File: config.mk
export PLATFORM = sky130hd
export DESIGN_NAME = subneg_mem_responder_flat
export DESIGN_NICKNAME = d
export VERILOG_FILES = /design/src/rtl/subneg_bus_pkg.sv /design/src/rtl/subneg_mem_responder_if.sv /design/src/rtl/subneg_sync_edge.sv /design/src/rtl/subneg_mem_responder.sv /design/src/flat_wrapper.sv
export SDC_FILE = /design/constraint.sdc
export NUM_CORES = 1
export LEC_CHECK = 0
export CORE_ASPECT_RATIO = 1.2
export CORE_UTILIZATION = 30
export CTS_CLUSTER_DIAMETER = 50
export CTS_CLUSTER_SIZE = 30
export DETAILED_ROUTE_END_ITERATION = 10
export DONT_BUFFER_PORTS = 1
export GPL_ROUTABILITY_DRIVEN = 0
export GPL_TIMING_DRIVEN = 0
export PLACE_DENSITY = 0.47
export SETUP_SLACK_MARGIN = 0.5
export SLEW_MARGIN = 40
export SYNTH_ARGS = -nofsm -noshare
export SYNTH_HDL_FRONTEND = slang
export SYNTH_SLANG_ARGS = --single-unit
File: constraint.sdc
create_clock -name clk -period 5.33 [get_ports clk]
set_input_delay 1.066 -clock clk [delete_from_list [all_inputs] [get_ports clk]]
set_output_delay 1.066 -clock clk [all_outputs]
set_load 0.01 [all_outputs]
File: src/rtl/subneg_bus_pkg.sv
//------------------------------------------------------------------------------
// Module  : subneg_bus_pkg
// Purpose : Shared types and constants for the SUBNEG external-bus responder:
//           responder state encoding, bus width, output-port address and the
//           idle (inactive) level of every bus-side strobe.
// Ports   : none (package)
// Rev     : 1.0  initial release
//------------------------------------------------------------------------------
`default_nettype none

package subneg_bus_pkg;

  localparam int BUS_W = 8;

  // Address the core uses for its output port; the port itself is strobed by
  // out_clk, so the responder never decodes this value.
  localparam logic [BUS_W-1:0] OUT_PORT_ADDR = 8'hFF;

  // Levels the synchronizers hold in reset so that no edge appears on release.
  localparam logic             LATCH_CLK_IDLE = 1'b0;
  localparam logic             OE_N_IDLE      = 1'b1;
  localparam logic             WE_N_IDLE      = 1'b1;
  localparam logic             OUT_CLK_IDLE   = 1'b0;
  localparam logic [BUS_W-1:0] BUS_IDLE       = '0;

  typedef enum logic [1:0] {
    S_IDLE  = 2'd0,
    S_DRIVE = 2'd1,
    S_PROG  = 2'd2
  } state_t;

endpackage

`default_nettype wire

File: src/rtl/subneg_mem_responder_if.sv
//------------------------------------------------------------------------------
// Module  : subneg_mem_responder_if
// Purpose : SUBNEG core <-> memory responder bus bundle.
// Signals : bus_in (core data), bus_out/bus_oe (responder read drive),
//           core_bus_oe (core drive enable), latch_clk (address latch),
//           oe_n / we_n (memory strobes, active low), out_clk (output latch).
// Modports: master = core side, slave = responder side.
// Rev     : 1.0  initial release
//------------------------------------------------------------------------------
`default_nettype none

interface subneg_mem_responder_if;
  import subneg_bus_pkg::*;

  logic [BUS_W-1:0] bus_in;
  logic [BUS_W-1:0] bus_out;
  logic             bus_oe;
  logic             core_bus_oe;
  logic             latch_clk;
  logic             oe_n;
  logic             we_n;
  logic             out_clk;

  modport master (
    output bus_in, core_bus_oe, latch_clk, oe_n, we_n, out_clk,
    input  bus_out, bus_oe
  );

  modport slave (
    input  bus_in, core_bus_oe, latch_clk, oe_n, we_n, out_clk,
    output bus_out, bus_oe
  );

endinterface

`default_nettype wire

File: src/rtl/subneg_sync_edge.sv
//------------------------------------------------------------------------------
// Module  : subneg_sync_edge
// Purpose : STAGES-deep synchronizer with optional rise/fall detection.
//           Edges are judged between the last synchronizer stage and one
//           extra history register. Reset loads RST_VAL everywhere so no
//           edge is reported right after reset release.
// Ports   : clk, rst_n (async, active low), d_in (asynchronous input),
//           q_sync (synchronized level), rise / fall (one-cycle pulses,
//           tied low when EDGE_EN=0).
// Rev     : 1.0  initial release
//------------------------------------------------------------------------------
`default_nettype none

module subneg_sync_edge #(
  parameter int               STAGES  = 2,
  parameter int               WIDTH   = 1,
  parameter logic [WIDTH-1:0] RST_VAL = '0,
  parameter bit               EDGE_EN = 1'b1
) (
  input  wire logic             clk,
  input  wire logic             rst_n,
  input  wire logic [WIDTH-1:0] d_in,
  output logic      [WIDTH-1:0] q_sync,
  output logic      [WIDTH-1:0] rise,
  output logic      [WIDTH-1:0] fall
);

  logic [WIDTH-1:0] chain_q [STAGES];
  logic [WIDTH-1:0] chain_d [STAGES];

  always_comb begin
    chain_d[0] = d_in;
    for (int i = 1; i < STAGES; i++) begin
      chain_d[i] = chain_q[i-1];
    end
  end

  always_ff @(posedge clk or negedge rst_n) begin
    if (!rst_n) begin
      for (int i = 0; i < STAGES; i++) begin
        chain_q[i] <= RST_VAL;
      end
    end else begin
      for (int i = 0; i < STAGES; i++) begin
        chain_q[i] <= chain_d[i];
      end
    end
  end

  assign q_sync = chain_q[STAGES-1];

  if (EDGE_EN) begin : g_edge
    logic [WIDTH-1:0] prev_q;
    logic [WIDTH-1:0] prev_d;

    assign prev_d = q_sync;

    always_ff @(posedge clk or negedge rst_n) begin
      if (!rst_n) begin
        prev_q <= RST_VAL;
      end else begin
        prev_q <= prev_d;
      end
    end

    assign rise = q_sync & ~prev_q;
    assign fall = ~q_sync & prev_q;
  end else begin : g_no_edge
    assign rise = '0;
    assign fall = '0;
  end

endmodule

`default_nettype wire

File: src/rtl/subneg_mem_responder.sv
//------------------------------------------------------------------------------
// Module  : subneg_mem_responder
// Purpose : Memory-side responder for the SUBNEG core bus. Replaces the
//           address latch, SRAM and output latch: latches addresses, serves
//           reads, captures writes and the output-port byte, and accepts
//           program preload through a loader port while prog_en is high.
// Ports   : clk, rst_n (async, active low)
//           bus      - subneg_mem_responder_if.slave (core bus)
//           out_q    - output-port byte
//           prog_en  - loader mode, core strobes ignored while high
//           ld_valid/ld_ready/ld_addr/ld_data - loader write channel
//           err      - sticky: out-of-range access or bus contention
// Rev     : 1.0  initial release
//------------------------------------------------------------------------------
`default_nettype none

module subneg_mem_responder
  import subneg_bus_pkg::*;
#(
  parameter int DEPTH       = 32,
  parameter int SYNC_STAGES = 2
) (
  input  wire logic             clk,
  input  wire logic             rst_n,
  subneg_mem_responder_if.slave bus,
  output logic [BUS_W-1:0]      out_q,
  input  wire logic             prog_en,
  input  wire logic             ld_valid,
  output logic                  ld_ready,
  input  wire logic [BUS_W-1:0] ld_addr,
  input  wire logic [BUS_W-1:0] ld_data,
  output logic                  err
);

  localparam int AW = (DEPTH > 1) ? $clog2(DEPTH) : 1;

  function automatic logic in_range(input logic [BUS_W-1:0] a);
    return 32'(a) < DEPTH;
  endfunction

  function automatic logic [AW-1:0] to_idx(input logic [BUS_W-1:0] a);
    return a[AW-1:0];
  endfunction

  // ---------------- synchronizers ----------------
  logic             latch_rise, latch_fall_unused;
  logic             oe_n_s, oe_rise_unused, oe_fall_unused;
  logic             we_fall, we_rise_unused;
  logic             out_rise, out_fall_unused;
  logic [BUS_W-1:0] bus_s, bus_rise_unused, bus_fall_unused;
  logic             latch_s_unused, we_s_unused, out_s_unused;

  subneg_sync_edge #(.STAGES(SYNC_STAGES), .WIDTH(1), .RST_VAL(LATCH_CLK_IDLE), .EDGE_EN(1'b1))
    u_sync_latch (.clk(clk), .rst_n(rst_n), .d_in(bus.latch_clk),
                  .q_sync(latch_s_unused), .rise(latch_rise), .fall(latch_fall_unused));

  subneg_sync_edge #(.STAGES(SYNC_STAGES), .WIDTH(1), .RST_VAL(OE_N_IDLE), .EDGE_EN(1'b1))
    u_sync_oe (.clk(clk), .rst_n(rst_n), .d_in(bus.oe_n),
               .q_sync(oe_n_s), .rise(oe_rise_unused), .fall(oe_fall_unused));

  subneg_sync_edge #(.STAGES(SYNC_STAGES), .WIDTH(1), .RST_VAL(WE_N_IDLE), .EDGE_EN(1'b1))
    u_sync_we (.clk(clk), .rst_n(rst_n), .d_in(bus.we_n),
               .q_sync(we_s_unused), .rise(we_rise_unused), .fall(we_fall));

  subneg_sync_edge #(.STAGES(SYNC_STAGES), .WIDTH(1), .RST_VAL(OUT_CLK_IDLE), .EDGE_EN(1'b1))
    u_sync_out (.clk(clk), .rst_n(rst_n), .d_in(bus.out_clk),
                .q_sync(out_s_unused), .rise(out_rise), .fall(out_fall_unused));

  // Same depth as the strobes so the data sampled on an edge is the data that
  // accompanied that edge on the raw bus.
  subneg_sync_edge #(.STAGES(SYNC_STAGES), .WIDTH(BUS_W), .RST_VAL(BUS_IDLE), .EDGE_EN(1'b0))
    u_sync_bus (.clk(clk), .rst_n(rst_n), .d_in(bus.bus_in),
                .q_sync(bus_s), .rise(bus_rise_unused), .fall(bus_fall_unused));

  // ---------------- state ----------------
  logic [BUS_W-1:0] mem [DEPTH];

  state_t           state_q, state_d;
  logic [BUS_W-1:0] addr_q, addr_d;
  logic [BUS_W-1:0] bus_out_q, bus_out_d;
  logic             bus_oe_q, bus_oe_d;
  logic [BUS_W-1:0] out_byte_q, out_byte_d;
  logic             ld_ready_q, ld_ready_d;
  logic             err_q, err_d;

  logic strobes_live;
  logic wr_bus;
  logic ld_xfer;

  always_comb begin
    // prog_en is used raw so loader mode takes effect on the next edge.
    strobes_live = !prog_en && (state_q != S_PROG);
    wr_bus       = strobes_live && we_fall;
    ld_xfer      = ld_valid && ld_ready_q;

    addr_d = addr_q;
    if (strobes_live && latch_rise) begin
      addr_d = bus_s;
    end

    out_byte_d = out_byte_q;
    if (strobes_live && out_rise) begin
      out_byte_d = bus_s;
    end

    state_d = state_q;
    if (prog_en) begin
      state_d = S_PROG;
    end else begin
      case (state_q)
        S_IDLE:  if (!oe_n_s) state_d = S_DRIVE;
        S_DRIVE: if (oe_n_s)  state_d = S_IDLE;
        S_PROG:  state_d = S_IDLE;
        default: state_d = S_IDLE;
      endcase
    end

    bus_oe_d   = (state_d == S_DRIVE);
    ld_ready_d = (state_d == S_PROG);

    // Read data refreshed every DRIVE cycle from the current latched address.
    bus_out_d = '0;
    if (bus_oe_d && in_range(addr_q)) begin
      bus_out_d = mem[to_idx(addr_q)];
    end

    err_d = err_q
          | (bus_oe_d && !in_range(addr_q))
          | (wr_bus   && !in_range(addr_q))
          | (ld_xfer  && !in_range(ld_addr))
          | (bus.core_bus_oe && bus_oe_q);
  end

  always_ff @(posedge clk or negedge rst_n) begin
    if (!rst_n) begin
      state_q    <= S_IDLE;
      addr_q     <= '0;
      bus_out_q  <= '0;
      bus_oe_q   <= 1'b0;
      out_byte_q <= '0;
      ld_ready_q <= 1'b0;
      err_q      <= 1'b0;
    end else begin
      state_q    <= state_d;
      addr_q     <= addr_d;
      bus_out_q  <= bus_out_d;
      bus_oe_q   <= bus_oe_d;
      out_byte_q <= out_byte_d;
      ld_ready_q <= ld_ready_d;
      err_q      <= err_d;
    end
  end

  // Storage is not reset. Bus writes and loader writes never coincide since
  // one needs S_PROG and the other forbids it. A write uses addr_q, so a
  // latch edge in the same cycle only affects later accesses.
  always_ff @(posedge clk) begin
    if (wr_bus && in_range(addr_q)) begin
      mem[to_idx(addr_q)] <= bus_s;
    end else if (ld_xfer && in_range(ld_addr)) begin
      mem[to_idx(ld_addr)] <= ld_data;
    end
  end

  assign bus.bus_out = bus_out_q;
  assign bus.bus_oe  = bus_oe_q;
  assign out_q       = out_byte_q;
  assign ld_ready    = ld_ready_q;
  assign err         = err_q;

endmodule

`default_nettype wire

File: src/flat_wrapper.sv
// flat-port wrapper written by rule: the top's interface ports become plain ports
module subneg_mem_responder_flat import subneg_bus_pkg::*;
#(
  parameter int DEPTH       = 32,
  parameter int SYNC_STAGES = 2
)
  (clk, rst_n, out_q, prog_en, ld_valid, ld_ready, ld_addr, ld_data, err, bus_bus_in, bus_core_bus_oe, bus_latch_clk, bus_oe_n, bus_we_n, bus_out_clk, bus_bus_out, bus_bus_oe);
  subneg_mem_responder_if bus_i ();
  input  wire logic clk;
  input  wire logic rst_n;
  output logic [BUS_W-1:0] out_q;
  input  wire logic prog_en;
  input  wire logic ld_valid;
  output logic ld_ready;
  input  wire logic [BUS_W-1:0] ld_addr;
  input  wire logic [BUS_W-1:0] ld_data;
  output logic err;
  input wire logic [$bits(bus_i.bus_in)-1:0] bus_bus_in;
  input wire logic [$bits(bus_i.core_bus_oe)-1:0] bus_core_bus_oe;
  input wire logic [$bits(bus_i.latch_clk)-1:0] bus_latch_clk;
  input wire logic [$bits(bus_i.oe_n)-1:0] bus_oe_n;
  input wire logic [$bits(bus_i.we_n)-1:0] bus_we_n;
  input wire logic [$bits(bus_i.out_clk)-1:0] bus_out_clk;
  output wire logic [$bits(bus_i.bus_out)-1:0] bus_bus_out;
  output wire logic [$bits(bus_i.bus_oe)-1:0] bus_bus_oe;
  assign bus_i.bus_in = bus_bus_in;
  assign bus_i.core_bus_oe = bus_core_bus_oe;
  assign bus_i.latch_clk = bus_latch_clk;
  assign bus_i.oe_n = bus_oe_n;
  assign bus_i.we_n = bus_we_n;
  assign bus_i.out_clk = bus_out_clk;
  assign bus_bus_out = bus_i.bus_out;
  assign bus_bus_oe = bus_i.bus_oe;
  subneg_mem_responder #(.DEPTH(DEPTH), .SYNC_STAGES(SYNC_STAGES)) u_core (.clk(clk), .rst_n(rst_n), .bus(bus_i), .out_q(out_q), .prog_en(prog_en), .ld_valid(ld_valid), .ld_ready(ld_ready), .ld_addr(ld_addr), .ld_data(ld_data), .err(err));
endmodule
==> summary.md <==
| Metric | Value |
|---|---|
| RSZ-0062 raised after global routing | no |
| Antenna diodes | 0 |
| Pleak | 4.41 nW |
| Worst-skew pair later-pin latency | 0.57 ns |
| Die area | 0.0407 mm2 |
| Placed cells | 1092 |
| Period minus WS final | 3.37 ns |
| FF+latch count, synth | 312 |
| Fin util | 35.4% |
| CTS HTree Levels | 1 |
| Yosys synthesis warning count | 0 |
| Syn Nets | 596 |
| Most frequent cells in the layout | edfxtp_1 (256), mux4_2 (64), dfrtp_1 (51) |
| Commonest non-fill, non-tap cell in the layout | edfxtp_1 |
| Reg2Reg Depth | 5 |
| Via-to-Cell Ratio | 4.86 |
| Sequential area share after synthesis | 76.1% |
| Max clock buf depth | 3 |
| Number of I/O port buffers | 0 |
| Ports | 52 |
| Initial antenna violation count | 0 |
| Setup Skew | 0.0198 ns |
| P&R area growth vs syn | 15.5% |
| WL per Instance | 24.0 um |
| Largest net degree at the start of global routing | 57 |
| CTS Buf Count | 29 |
| Final setup vio count | 0 |
| Setup repair bufs after CTS | 0 |
| Vias in the first global route | 6141 |
| Grt ovf | 0 |
| Synth cell types | 35 |
| Maximum clock rate | 0.297 GHz |
| Top_reg_cell synth | edfxtp_1 |
| Post-route DRC | 0 |
| Required @ worst endpoint | 5.52 ns |
| Crit path launch type | flip-flop |
| Reg-to-Reg Start | u_core.addr_q[1]$_DFFE_PN0P_ |
| DP HPWL | 18.2 mm |
| Arr. time, crit path | 3.56 ns |
| Setup TNS | 0 ns |
| Clk root buf | clkbuf_16 |
| CTS tree | done |
| Post-synth top area share | 64.3% |
| Critical path class | flip-flop to flip-flop |
| Global Route Usage Sum | 14.2% |
| Layout Nets | 630 |
| Initial DRC Count | 291 |
| Routed wire length | 27.5 mm |
| Layout cell share with drive strength beyond 1 | 33.0% |
| Final cell count without fillers | 1145 |
| Routed Antenna Nets | 0 |
| First-pass GRT wire length | 41.1 mm |
| Syn_area_per_cell | 21.2 um2 |
| Post-synth design cell area | 0.0120 mm2 |
| Worst rel slew slack | 42.3% |
| Post-cts resize count | 0 |
| Maxcap violations | 0 |
| Slew Viols, Final | 0 |
| Hold slack | 0.190 ns |
| Final hold vios | 0 |
| Num rows | 79 |
| Die Wd | 184 um |
| Initial core utilization | 30.6% |
| First-pass DRT Iterations | 4 |
| Min-Delay Path Class | input pin to async pin |
| Proportion of synthesized flip-flops having asynchronous set or reset | 17.9% |
| CTS sink count | 312 |
| Vias after detailed routing | 5570 |
| Worst-path clk slew | 0.08 ns |
| Post-synth EDFFs | 256 |
| Core ar. | 0.0390 mm2 |
| Worst Setup SP | u_core.addr_q[1]$_DFFE_PN0P_ |
| CP Capture Type | flip-flop |
| Die H | 221 um |
| Hold buffer count at cts | 0 |
| Synth area leaders | edfxtp_1 (64%), mux4_2 (12%), dfrtp_1 (11%) |
| Post-Synthesis Cells | 563 |
| PD cells | 406 mW/mm2 |
| Fin crit share | 63.2% |
| Worst-Margin Slew | 0.863 ns |
| Fill cells | 3638 |
| CP max FO | 10 |
| Worst vdd ir | 0.259 mV |
| Yosys top cell by area | edfxtp_1 |
| Status | finished clean |
[state kept, by name, summed over array words and instances (netlist names)]
| signal | count |
|---|---|
| u_core.addr_q | 8 |
| u_core.bus.bus_oe | 1 |
| u_core.bus.bus_out | 8 |
| u_core.err | 1 |
| u_core.ld_ready | 1 |
| u_core.mem | 256 |
| u_core.out_q | 8 |
| u_core.state_q | 2 |
| u_core.u_sync_bus.chain_d | 8 |
| u_core.u_sync_bus.q_sync | 8 |
| u_core.u_sync_latch.chain_d | 1 |
| u_core.u_sync_latch.g_edge.prev_q | 1 |
| u_core.u_sync_latch.q_sync | 1 |
| u_core.u_sync_oe.chain_d | 1 |
| u_core.u_sync_oe.q_sync | 1 |
| u_core.u_sync_out.chain_d | 1 |
| u_core.u_sync_out.g_edge.prev_q | 1 |
| u_core.u_sync_out.q_sync | 1 |
| u_core.u_sync_we.chain_d | 1 |
| u_core.u_sync_we.g_edge.prev_q | 1 |
| u_core.u_sync_we.q_sync | 1 |
[layout make-up]
class,count,area (um2),share of cell area (%)
Inverter,4,15.0,0.109
Clock buffer,30,729,5.28
Sequential cell,312,9090,65.8
Tap cell,526,658,4.76
Multi-Input combinational cell,222,2880,20.9
Buffer,25,121,0.879
Clock inverter,23,290,2.10
Timing Repair Buffer,3,20.0,0.145
[Yosys cell counts, types with 2 or more instances]
| cell | number |
|---|---|
| nor3b_2 | 3 |
| nand2_1 | 10 |
| dfrtp_1 | 51 |
| clkbuf_1 | 11 |
| inv_1 | 4 |
| mux2_2 | 27 |
| edfxtp_1 | 256 |
| mux4_2 | 64 |
| o22a_1 | 7 |
| buf_2 | 8 |
| and3_1 | 2 |
| buf_6 | 2 |
| nand3b_1 | 3 |
| nor2b_1 | 5 |
| dfstp_2 | 5 |
| mux2i_1 | 35 |
| nor3_1 | 21 |
| a31oi_1 | 2 |
| nor2_1 | 18 |
| a32oi_2 | 2 |
| buf_1 | 4 |
| o221ai_1 | 7 |
| o21ai_0 | 4 |
[stage by stage]
step | power [mW] | instance area (um2) | setup slack (ns)
after floorplan | 3.26 | 12000 | 2.27
after global placement | 3.48 | 12600 | 1.33
after detailed placement | 3.50 | 12700 | 1.83
after CTS | 5.68 | 13800 | 1.90
after global routing | 5.81 | 13800 | 1.79
final | 5.61 | 13800 | 1.96
[power by group]
part           leakage (nW)  switching, mW  internal [mW]
logic                 0.947          0.408          0.301
clock network         0.492           1.08           1.09
registers              2.97         0.0362           2.69
[worst max-delay path, cell delays in order, from the launching register on]
cell and delay, ns:
dfrtp_1 0.47, clkbuf_1 0.59, clkbuf_1 0.70, and3_1 0.29
a31oi_2 0.15, nor3_2 0.79
[cells by family after synthesis]
group | count (synthesis) | synth area share [%]
compound gates | 26 | 1.97
buf+inv | 29 | 1.12
flops | 312 | 76.1
mux | 128 | 17.8
simple gates | 68 | 3.06
[per-layer routing]
metal,vias up,global-route usage [%],part of all wire [%]
li1,2386,-,-
met1,2987,17.2,40
met2,152,25.4,52
met3,45,2.60,5.1
met4,0,4.83,2.6
met5,-,0,0
[worst paths after layout]
check | to | slack, ns
setup reg to reg | u_core.mem[30][2]$_DFFE_PP_ | 1.96
min in group clk | u_core.u_sync_out.q_sync$_DFF_PN0_ | 0.35
hold / removal | u_core.bus.bus_out[2]$_DFF_PN0_ | 0.19
hold reg to reg | u_core.u_sync_out.q_sync$_DFF_PN0_ | 0.35
max in group asynchronous | u_core.u_sync_we.chain_d[0]$_DFF_PN1_ | 4.94
setup / recovery | u_core.mem[30][2]$_DFFE_PP_ | 1.96
Note: power is estimated with default switching activity, not from simulation.
